`config.mk`:
```
export PLATFORM = sky130hd
export DESIGN_NAME = action_ctrl
export DESIGN_NICKNAME = d
export VERILOG_FILES = /design/src/rtl/action_ctrl.sv
export SDC_FILE = /design/constraint.sdc
export NUM_CORES = 1
export LEC_CHECK = 0
export BUFFER_PORTS_ARGS = -buffer_cell sky130_fd_sc_hd__buf_2
export CELL_PAD_IN_SITES_DETAIL_PLACEMENT = 0
export CELL_PAD_IN_SITES_GLOBAL_PLACEMENT = 1
export CORE_UTILIZATION = 51
export CTS_BUF_LIST = sky130_fd_sc_hd__clkbuf_4
export DETAILED_ROUTE_END_ITERATION = 8
export GPL_TIMING_DRIVEN = 0
export PLACE_DENSITY_LB_ADDON = 0.15
export SYNTH_ARGS = -nofsm -noshare
export SYNTH_HDL_FRONTEND = slang
export SYNTH_SLANG_ARGS = --single-unit
```
`constraint.sdc`:
```
create_clock -name CLK -period 2.35 [get_ports CLK]
set_input_delay 0 -clock CLK [delete_from_list [all_inputs] [get_ports CLK]]
set_output_delay 0 -clock CLK [all_outputs]
set_load 0.05 [all_outputs]
```
`src/rtl/action_ctrl.sv`:
```
// action_ctrl: debounces the player buttons, keeps the board cursor and
// posts reveal/flag/restart commands to the CPU through an ACTION/ACK
// four-phase mailbox, with a one-entry holding buffer for presses that
// arrive while a previous action is still in flight.
module action_ctrl #(
  parameter int unsigned DEBOUNCE_CYCLES = 250000,
  parameter int unsigned DB_W            = 18,
  parameter int unsigned COLS            = 16,
  parameter int unsigned ROWS            = 4
) (
  input  logic       CLK,
  input  logic       RESET_N,
  input  logic       BTN_UP,
  input  logic       BTN_DOWN,
  input  logic       BTN_LEFT,
  input  logic       BTN_RIGHT,
  input  logic       BTN_REVEAL,
  input  logic       BTN_FLAG,
  input  logic       BTN_RESTART,
  input  logic [7:0] ACK,
  output logic [7:0] ACTION,
  output logic [5:0] CURSOR,
  output logic       BUSY,
  output logic       OVERFLOW
);

  localparam int unsigned NB = 7;
  localparam int unsigned B_UP      = 0;
  localparam int unsigned B_DOWN    = 1;
  localparam int unsigned B_LEFT    = 2;
  localparam int unsigned B_RIGHT   = 3;
  localparam int unsigned B_REVEAL  = 4;
  localparam int unsigned B_FLAG    = 5;
  localparam int unsigned B_RESTART = 6;
  localparam int unsigned CW = (COLS > 1) ? $clog2(COLS) : 1;
  localparam int unsigned RW = (ROWS > 1) ? $clog2(ROWS) : 1;
  localparam logic [DB_W-1:0] DB_LAST = DB_W'(DEBOUNCE_CYCLES - 1);

  typedef enum logic [1:0] {
    S_IDLE  = 2'd0,
    S_POST  = 2'd1,
    S_CLEAR = 2'd2
  } state_t;

  logic [NB-1:0]   raw_btn;
  logic [NB-1:0]   sync1_q, sync2_q, db_q, db_prev_q, press;
  logic [DB_W-1:0] cnt_q [NB];

  state_t          state_q;
  logic [7:0]      action_q, buf_q, cmd_code;
  logic            buf_valid_q, busy_q, ovf_q;
  logic            cmd_valid, post_restart, buf_store, ovf_set;
  logic [CW-1:0]   col_q, col_mv, col_d;
  logic [RW-1:0]   row_q, row_mv, row_d;
  logic [5:0]      cursor_q, cursor_d;

  assign raw_btn = {BTN_RESTART, BTN_FLAG, BTN_REVEAL, BTN_RIGHT,
                    BTN_LEFT, BTN_DOWN, BTN_UP};

  // Synchronize each button and accept a new level only after it has been stable.
  always_ff @(posedge CLK or negedge RESET_N) begin
    if (!RESET_N) begin
      sync1_q   <= '0;
      sync2_q   <= '0;
      db_q      <= '0;
      db_prev_q <= '0;
      for (int unsigned i = 0; i < NB; i++) cnt_q[i] <= '0;
    end else begin
      sync1_q   <= raw_btn;
      sync2_q   <= sync1_q;
      db_prev_q <= db_q;
      for (int unsigned i = 0; i < NB; i++) begin
        if (sync2_q[i] == db_q[i]) begin
          cnt_q[i] <= '0;
        end else if (cnt_q[i] == DB_LAST) begin
          db_q[i]  <= ~db_q[i];
          cnt_q[i] <= '0;
        end else begin
          cnt_q[i] <= cnt_q[i] + DB_W'(1);
        end
      end
    end
  end

  assign press = db_q & ~db_prev_q;

  // Decode press events into a cursor move and a command, and decide what the mailbox does with it.
  always_comb begin
    col_mv = col_q;
    row_mv = row_q;
    if (press[B_UP])
      row_mv = (row_q == '0) ? RW'(ROWS - 1) : row_q - RW'(1);
    else if (press[B_DOWN])
      row_mv = (row_q == RW'(ROWS - 1)) ? '0 : row_q + RW'(1);
    else if (press[B_LEFT])
      col_mv = (col_q == '0) ? CW'(COLS - 1) : col_q - CW'(1);
    else if (press[B_RIGHT])
      col_mv = (col_q == CW'(COLS - 1)) ? '0 : col_q + CW'(1);

    cmd_valid = press[B_RESTART] | press[B_REVEAL] | press[B_FLAG];
    cmd_code  = 8'h00;
    if (press[B_RESTART])     cmd_code = 8'hC0;
    else if (press[B_REVEAL]) cmd_code = {2'b01, cursor_q};
    else if (press[B_FLAG])   cmd_code = {2'b10, cursor_q};

    // In IDLE the buffered entry goes out first; a fresh press in that same
    // cycle takes over the slot being vacated instead of being lost.
    post_restart = (state_q == S_IDLE) &&
                   (buf_valid_q ? (buf_q[7:6] == 2'b11) : (cmd_valid && press[B_RESTART]));
    buf_store = cmd_valid && ((state_q != S_IDLE) ? !buf_valid_q : buf_valid_q);
    ovf_set   = cmd_valid && (state_q != S_IDLE) && buf_valid_q;

    col_d    = post_restart ? '0 : col_mv;
    row_d    = post_restart ? '0 : row_mv;
    cursor_d = 6'(32'(row_d) * COLS + 32'(col_d));
  end

  // Mailbox FSM with holding buffer, cursor registers and registered outputs.
  always_ff @(posedge CLK or negedge RESET_N) begin
    if (!RESET_N) begin
      state_q     <= S_IDLE;
      action_q    <= '0;
      buf_q       <= '0;
      buf_valid_q <= 1'b0;
      busy_q      <= 1'b0;
      ovf_q       <= 1'b0;
      col_q       <= '0;
      row_q       <= '0;
      cursor_q    <= '0;
    end else begin
      col_q    <= col_d;
      row_q    <= row_d;
      cursor_q <= cursor_d;
      case (state_q)
        S_IDLE: begin
          if (buf_valid_q) begin
            action_q    <= buf_q;
            buf_valid_q <= 1'b0;
            state_q     <= S_POST;
            busy_q      <= 1'b1;
          end else if (cmd_valid) begin
            action_q <= cmd_code;
            state_q  <= S_POST;
            busy_q   <= 1'b1;
          end
        end
        S_POST: begin
          if (ACK == action_q) begin
            action_q <= '0;
            state_q  <= S_CLEAR;
          end
        end
        S_CLEAR: begin
          if (ACK == 8'h00) begin
            state_q <= S_IDLE;
            busy_q  <= 1'b0;
          end
        end
        default: begin
          state_q  <= S_IDLE;
          action_q <= '0;
          busy_q   <= 1'b0;
        end
      endcase
      if (buf_store) begin
        buf_q       <= cmd_code;
        buf_valid_q <= 1'b1;
      end
      if (ovf_set) ovf_q <= 1'b1;
    end
  end

  assign ACTION   = action_q;
  assign CURSOR   = cursor_q;
  assign BUSY     = busy_q;
  assign OVERFLOW = ovf_q;

endmodule

```
==> impl_metrics.ini, run 1 <==
[job]
max-cap-violations = 0

[pwr]
leakage_nw = 3.97
total_power_mw = 5.21
clkPwrFrac_pct = 34.4
power.internal_mw = 4.00
powerDensity_nw_per_um2 = 534
ir_worst_vdd_mv = 0.378
p_switching_mw = 1.21
power_frac_seq_pct = 61.3
swShare_pct = 23.2
combinationalPowerShare_pct = 4.3

[cts]
worstSkewPairLatency_ns = 0.55
cts.path.max_buffers = 2
cts_inserted_buffers = 17
cts_root_buf = clkbuf_4
cts_setup_buffers = 0
clk_pin_slew_ns = 0.16
cts.sinks = 181
cts_tree = done
h-tree-depth = 4

[sta]
rsz0062_at_grt = false
setup_viol = 0
finClkSkew_ns = 0.0244
hold_viol_final = 0
slew_headroom_pct = 28.4
min_period_ns = 2.16
hold_slack_ns = 0.0762
finalCritPeriodShare_pct = 91.8
tightest_slew_ns = 1.07
fmaxAchievable_mhz = 464
final.setup.tns_ns = 0
drv_slew = 0

[drt]
highest_layer = met4
wl_met2_um = 7920
vias = 6497
wl_met3_um = 666
dr.pass1.iters = 7
wl_um = 16800
drc_errors = 0
drt_iter0_markers = 496
met1Wirelength_um = 8060
detail_route.wl_per_cell_um = 14.3
ant_nets = 0
viasPerCell = 5.54

[synth]
ys_top_cells_by_count = dfrtp_1, nor2_1, xnor2_1
synthFlopType = dfrtp_1
yosysWarnings = 0
synth_fp_nets = 900
synth_cells = 872
synth_top_area_share_pct = 51.5
ys_seq_area_share_pct = 51.5
synth_most_common_cell = dfrtp_1
yosys.area.top_type = dfrtp_1
synth.area.top_cells = dfrtp_1, xnor2_1, nor2_1, nand4_1, nor4_1
syn_area_per_cell_um2 = 10.1
synth_seq_cells = 181
synth_edf_count = 0
netlist_area_um2 = 8800
synthArstFlopShare_pct = 100
yosys.cell_types.count = 56

[floorplanning]
start_util_pct = 52.7
num_rows = 47
placeableCoreArea_um2 = 16700
io_pins = 33
die_w_um = 133
die_h_um = 133
dieArea_um2 = 17800

[setup_path]
r2r-end = db_q[5]
required_ns = 2.79
start_kind = flop
critical_path_arrival_ns = 2.59
crit_path_cell_trace = or4b_1 -> or4_4 -> nor2_1 -> mux2_2
r2r-start = cnt_q[31]
rr_worst_depth = 4
crit_path_end_kind = flop
crit_type = reg2reg
r2r_setup_slack_ns = 0.19
crit_fanout = 3
crit_path_max_incr_delay_ns = 0.53
crit_slowest_cell = or4b_1

[hold_path]
min_path_type = in2reg
min_from = ACK[1]
holdPathEnd = ACTION[4]
holdPathStages = 5

[run_status]
status = completed

[layout]
synthToLayoutAreaGrowth_pct = 10.9
drive_gt1_share_pct = 10.6
post-route-util_pct = 58.4
finalNetCount = 967

[grt]
antenna_found_initial = 1
grt_pass1_vias = 6427
grt_util_all_layers_pct = 20.5
grt_start_max_net_pins = 112
grt_pass1_wl_um = 29800
overflow = 0

[place]
place_congestion = 0.826
dp_hpwl_um = 11700
port_buffers = 32
[per-layer routing]
metal | vias up | track usage (%)
li1 | 3222 | -
met2 | 109 | 33.2
met5 | - | 0
met1 | 3157 | 27.8
met3 | 9 | 4.76
met4 | 0 | 4.86
[registers in the layout, summed over array words and instances, names as in the netlist]
signal       count
db_prev_q        7
buf_q            8
BUSY             1
CURSOR           6
OVERFLOW         1
cnt_q          126
sync2_q          7
buf_valid_q      1
db_q             7
state_q          2
ACTION           8
sync1_q          7
[worst max path at each step]
stage	endpoint	slack, ns	from
after floorplan	db_q[3]	0.34	cnt_q[67]
after global placement	cnt_q[93]	-1.47	RESET_N
after detailed placement	cnt_q[11]	0.02	cnt_q[0]
after CTS	cnt_q[11]	0.02	cnt_q[0]
after global routing	ACTION[0]	0.02	db_q[6]
final	db_q[5]	0.19	cnt_q[31]
[cells in the final DEF, fill, tap and decap left out, types with 8 or more instances in the layout]
master / instances
inv_1: 36
clkbuf_1: 11
ha_1: 11
or4_1: 14
dlygate4sd3_1: 15
buf_2: 31
clkbuf_4: 19
nand2_1: 50
dfrtp_1: 181
xor2_1: 25
nor4_1: 37
nand4_1: 37
nor2_1: 136
nor2b_1: 14
a21oi_1: 24
nand3_1: 45
o21ai_0: 27
xnor2_1: 86
nand2b_1: 8
and3_1: 8
nor3_1: 25
[power groups by stage]
stage	registers (mW)	clock network, mW	logic [mW]
after floorplan	3.25	0	0.101
after global routing	3.20	2.00	0.259
after detailed placement	3.25	0	0.213
after global placement	3.25	0	0.198
after CTS	3.19	1.87	0.231
final	3.19	1.79	0.225
[critical path, delay by kind of cell, from the launching register on]
kind | cells | cell delay, ns
flops | 1 | 0.43
mux | 1 | 0.36
simple gates | 3 | 1.25
[through the flow]
step,cell area (um^2),cells,setup WS (ns)
floorplan,8800,872,0.344
global placement,9230,1124,-1.47
detailed placement,9270,1125,0.0223
CTS,9720,1172,0.0234
global route,9750,1173,0.0237
finish,9750,1173,0.194
[cells by family (layout without fill, tap and decap cells)]
family	after synthesis	after routing	synth area share [%]
AO/OA/AOI/OAI	93	93	7.94
XOR/XNOR	111	111	11.1
adder cells (fa/ha/maj)	12	12	1.68
buffers and inverters	54	134	2.74
flip-flops	181	181	51.5
multiplexers	12	12	1.47
other	0	1	0
AND/OR/NAND/NOR	409	409	23.6
[timing repair]
action / 4_1_cts / 5_1_grt
hold buffers: 15 / 0
gates resized for setup: 0 / 3
hold endpoints to repair: 190 / 0
endpoints found under the setup margin: 0 / 26
[layout make-up]
type	count	area [um^2]
clock inverter	13	158
timing repair buffer	48	348
tap	220	275
sequential	181	4530
clock buffer	19	143
fill	1433	6950
multi-input combinational	637	4060
antenna	1	2.50
inverter	36	135
buffer	18	106
Power figures use the tool's default switching activity.
==> run 2: changes to the inputs <==
- BUFFER_PORTS_ARGS: -buffer_cell sky130_fd_sc_hd__buf_2 -> -buffer_cell sky130_fd_sc_hd__buf_4
==> run 2 against run 1 <==
Against the previous run:
- global-route usage rose by 0.49 points
- design area rose by 1.3%
- clock-buffer cell count down 2
- die area unchanged
- fmax is essentially flat
- worst hold slack got worse by 0.0012 ns
- final cell count up 0.17%
- clock skew shrank 0.0064 ns
- critical endpoint is now cnt_q[70]
- largest cell class unchanged
==> impl_metrics.ini, run 2 (synthesized netlist as in run 1, its figures left out) <==
[hold_path]
min_path_type = in2reg

[grt]
antenna_found_initial = 1
overflow = 0
grt_pass1_vias = 6513
grt_start_max_net_pins = 124
grt_pass1_wl_um = 30400
grt_util_all_layers_pct = 21.0

[floorplanning]
io_pins = 33
num_rows = 47
die_w_um = 133
start_util_pct = 52.7
placeableCoreArea_um2 = 16700
die_h_um = 133
dieArea_um2 = 17800

[sta]
min_period_ns = 2.16
fmaxAchievable_mhz = 464
setup_viol = 0
final.setup.tns_ns = 0
finClkSkew_ns = 0.0181
slew_headroom_pct = 46.7
fin_ws_ns = 0.194
finalCritPeriodShare_pct = 91.8
rsz0062_at_grt = false
drv_slew = 0
hold_viol_final = 0
tightest_slew_ns = 0.798

[pwr]
p_switching_mw = 1.27
powerDensity_nw_per_um2 = 533
ir_worst_vdd_mv = 0.390
combinationalPowerShare_pct = 4.6
leakage_nw = 4.01
clkPwrFrac_pct = 34.8
total_power_mw = 5.27
power_frac_seq_pct = 60.6
power.internal_mw = 4.00
swShare_pct = 24.1

[drt]
detail_route.wl_per_cell_um = 14.6
drt_iter0_markers = 437
vias = 6530
wl_um = 17200
viasPerCell = 5.56
ant_nets = 0
drc_errors = 0
dr.pass1.iters = 5

[layout]
synthToLayoutAreaGrowth_pct = 12.3
top_register = cnt_q
largest_reg_flops = 126
finalNetCount = 969
design_area_um2 = 9880
layout_common_cells = dfrtp_1, nor2_1, xnor2_1, nand2_1, nand3_1
drive_gt1_share_pct = 10.9
final_common_cell = dfrtp_1

[cts]
cts.sinks = 181
clk_pin_slew_ns = 0.15
cts_root_buf = clkbuf_4
cts_setup_buffers = 0
h-tree-depth = 4
cts_inserted_buffers = 17
cts.path.max_buffers = 2
worstSkewPairLatency_ns = 0.57
cts_tree = done

[place]
port_buffers = 32
placed_area_um2 = 9350
place_congestion = 0.808
dp_hpwl_um = 12000
dp_slack_ns = 0.0623

[setup_path]
crit_fanout = 5
required_ns = 2.81
crit_path_end_kind = flop
critical_path_arrival_ns = 2.61
crit_type = reg2reg
start_kind = flop

[run_status]
status = completed

[job]
max-cap-violations = 0
-- run 2: changes by cell type in the layout (fill, tap and decap cells not counted), sizes merged --
cell | before | now
clkinvlp | 3 | 2
clkbuf | 31 | 29
buf | 39 | 40
inv | 37 | 39
clkinv | 6 | 7
dlygate4sd3 | 15 | 16
-- run 2: power by group through the flow --
stage                     combinational [mW]  sequential, mW  clock, mW
after floorplan                        0.101            3.25          0
after global placement                 0.204            3.25          0
after detailed placement               0.220            3.25          0
after CTS                              0.245            3.19       1.90
after global routing                   0.277            3.20       2.03
final                                  0.241            3.19       1.83
-- run 2: timing repair --
item,4_1_cts,5_1_grt
hold endpoints to repair,198,0
endpoints found under the setup margin,0,21
hold buffers,17,0
resized for setup,0,6
-- run 2: layer usage --
layer	wire length (um)	part of all wire, %	GRT usage [%]
met1	7910	46	28.1
met2	8440	49	34.3
met3	629	3.7	4.45
met4	207	1.2	6.06
met5	0	0	0
-- run 2: final timing paths --
kind	from	end	slack (ns)	depth (start not counted)
min in group asynchronous	RESET_N	cnt_q[43]	0.53	4
max reg2reg	cnt_q[54]	cnt_q[70]	0.19	5
max in group asynchronous	RESET_N	cnt_q[116]	1.26	4
max	cnt_q[54]	cnt_q[70]	0.19	5
min reg2reg	sync1_q[4]	sync2_q[4]	0.36	0
min	BTN_DOWN	sync1_q[1]	0.07	2
-- run 2: layout make-up --
| cell class | count | area, um^2 |
|---|---|---|
| clock inverters | 15 | 180 |
| clock buffers | 17 | 128 |
| fillers | 1467 | 6820 |
| diodes | 1 | 2.50 |
| well taps | 220 | 275 |
| inverters | 36 | 135 |
| flip-flops and latches | 181 | 4530 |
| multi-input cells | 637 | 4060 |
| plain buffers | 18 | 108 |
| repair buffers | 50 | 463 |
-- run 2: worst max-delay path, cell delays in order, from the launching register on --
cell and delay (ns):
dfrtp_1 0.42, ha_1 0.23, nand3_1 0.22, nor4_1 0.69
mux2i_1 0.16, nor4b_1 0.34
-- run 2: per-stage QoR --
| step | util (%) | instances | hold WS [ns] |
|---|---|---|---|
| 5_1_grt | 59.2 | 1175 | 0.0227 |
| 3_5_place_dp | 56.0 | 1125 | -0.0416 |
| 4_1_cts | 58.9 | 1174 | 0.0251 |
| 2_1_floorplan | - | 872 | -0.296 |
| 6_report | 59.2 | 1175 | 0.0750 |
| 3_3_place_gp | 55.8 | 1124 | 0.109 |
==> run 3: changes to the inputs <==
- GPL_TIMING_DRIVEN: 0 -> default
==> run 3 against run 2 <==
Against the previous run:
- sequential cell count did not move
- design area down 0.68%
- highest routed layer unchanged
- worst hold slack improved by 0.0037 ns
- first-iteration DRC count shrank 12%
==> impl_metrics.ini, run 3 (synthesized netlist as in run 1, its figures left out) <==
[run_status]
status = completed

[grt]
grt_pass1_wl_um = 29800
overflow = 0
grt_start_max_net_pins = 68
grt_util_all_layers_pct = 20.6
grt_pass1_vias = 6426
antenna_found_initial = 1

[place]
dp_slack_ns = 0.215
placed_area_um2 = 9380
place_congestion = 0.813
dp_hpwl_um = 12000
port_buffers = 32
dp_cells = 1124

[sta]
rsz0062_at_grt = false
min_period_ns = 2.15
tightest_slew_ns = 0.717
fin_ws_ns = 0.201
slew_headroom_pct = 51.7
finClkSkew_ns = 0.0142
fmaxAchievable_mhz = 465
drv_slew = 0
finalCritPeriodShare_pct = 91.5
final.setup.tns_ns = 0
setup_viol = 0
hold_viol_final = 0

[cts]
cts.sinks = 181
h-tree-depth = 4
cts_root_buf = clkbuf_4
clk_pin_slew_ns = 0.14
worstSkewPairLatency_ns = 0.56
cts_inserted_buffers = 17
cts_tree = done
cts.path.max_buffers = 2

[floorplanning]
die_h_um = 133
placeableCoreArea_um2 = 16700
num_rows = 47
dieArea_um2 = 17800
io_pins = 33
start_util_pct = 52.7
die_w_um = 133

[drt]
drt_iter0_markers = 386
ant_nets = 0
viasPerCell = 5.57
dr.pass1.iters = 6
wl_um = 17000
detail_route.wl_per_cell_um = 14.4
drc_errors = 0
vias = 6539

[layout]
post-route-util_pct = 58.8
nFillCells = 1443
design_area_um2 = 9810
final_common_cell = dfrtp_1
drive_gt1_share_pct = 11.8
finalNetCount = 969
synthToLayoutAreaGrowth_pct = 11.6
layout_common_cells = dfrtp_1, nor2_1, xnor2_1, nand2_1, buf_4
top_register = cnt_q
layout.cells.non_filler = 1175
largest_reg_flops = 126

[setup_path]
critical_path_arrival_ns = 2.59
r2r_setup_slack_ns = 0.20
start_kind = flop
crit_fanout = 4
crit_path_cell_trace = xnor2_1 -> nand4_1 -> dlygate4sd3_1 -> o21ai_1 -> dlygate4sd3_1 -> o21ai_0
crit_slowest_cell = dlygate4sd3_1
crit_path_max_incr_delay_ns = 0.58
rr_worst_depth = 6
crit_path_end_kind = flop
crit_top_cell = dlygate4sd3_1
crit_type = reg2reg
required_ns = 2.79

[hold_path]
min_path_type = in2reg
holdPathStages = 2

[pwr]
ir_worst_vdd_mv = 0.447
powerDensity_nw_per_um2 = 508
leakage_nw = 3.97

[job]
max-cap-violations = 0
-- run 3: worst paths after layout --
path	from	endpoint
setup / recovery	ACTION[3]	state_q[0]
hold / removal	BTN_REVEAL	sync1_q[4]
setup reg to reg	ACTION[3]	state_q[0]
hold reg to reg	sync1_q[5]	sync2_q[5]
max in group asynchronous	RESET_N	ACTION[7]
min in group asynchronous	RESET_N	cnt_q[45]
-- run 3: where the power goes --
| group | switching, mW | internal [mW] |
|---|---|---|
| Combinational | 0.139 | 0.0941 |
| Sequential | 0.0388 | 3.16 |
| Clock | 1.03 | 0.523 |
| Total | 1.21 | 3.77 |
-- run 3: through the flow --
| stage | hold WS [ns] | power [mW] |
|---|---|---|
| floorplan | -0.296 | 3.35 |
| global placement | 0.0400 | 3.46 |
| detailed placement | 0.0580 | 3.48 |
| CTS | 0.0257 | 5.07 |
| global route | 0.0131 | 5.23 |
| finish | 0.0787 | 4.98 |
-- run 3: layer usage --
metal	track usage, %	routed length [um]	vias up
met5	0	0	-
met4	6.69	208	0
met3	4.68	694	21
met2	33.0	8020	114
met1	27.8	8030	3175
li1	-	-	3229
-- run 3: final cells by class --
type / instances / area, um^2 / share of cell area (%)
antenna: 1 / 2.50 / 0.0255
clock buffer: 18 / 135 / 1.38
clock inverter: 14 / 113 / 1.15
inverter: 36 / 135 / 1.38
multi-input combinational: 637 / 4030 / 41.1
sequential: 181 / 4530 / 46.2
tap: 220 / 275 / 2.80
timing repair buffer: 68 / 594 / 6.06
-- run 3: timing repair --
item / CTS / global route
gates resized for setup: 0 / 3
buffers inserted: 0 / 1
hold buffers: 17 / 0
hold endpoints to repair: 198 / 0
endpoints found under the setup margin: 0 / 1
-- run 3: worst max-delay path: cells and delay by family, from the launching register on --
kind | cells | cell delay [ns]
compound gates | 2 | 0.21
xor+xnor | 1 | 0.16
buf+inv | 2 | 1.13
flops | 1 | 0.44
simple gates | 1 | 0.10
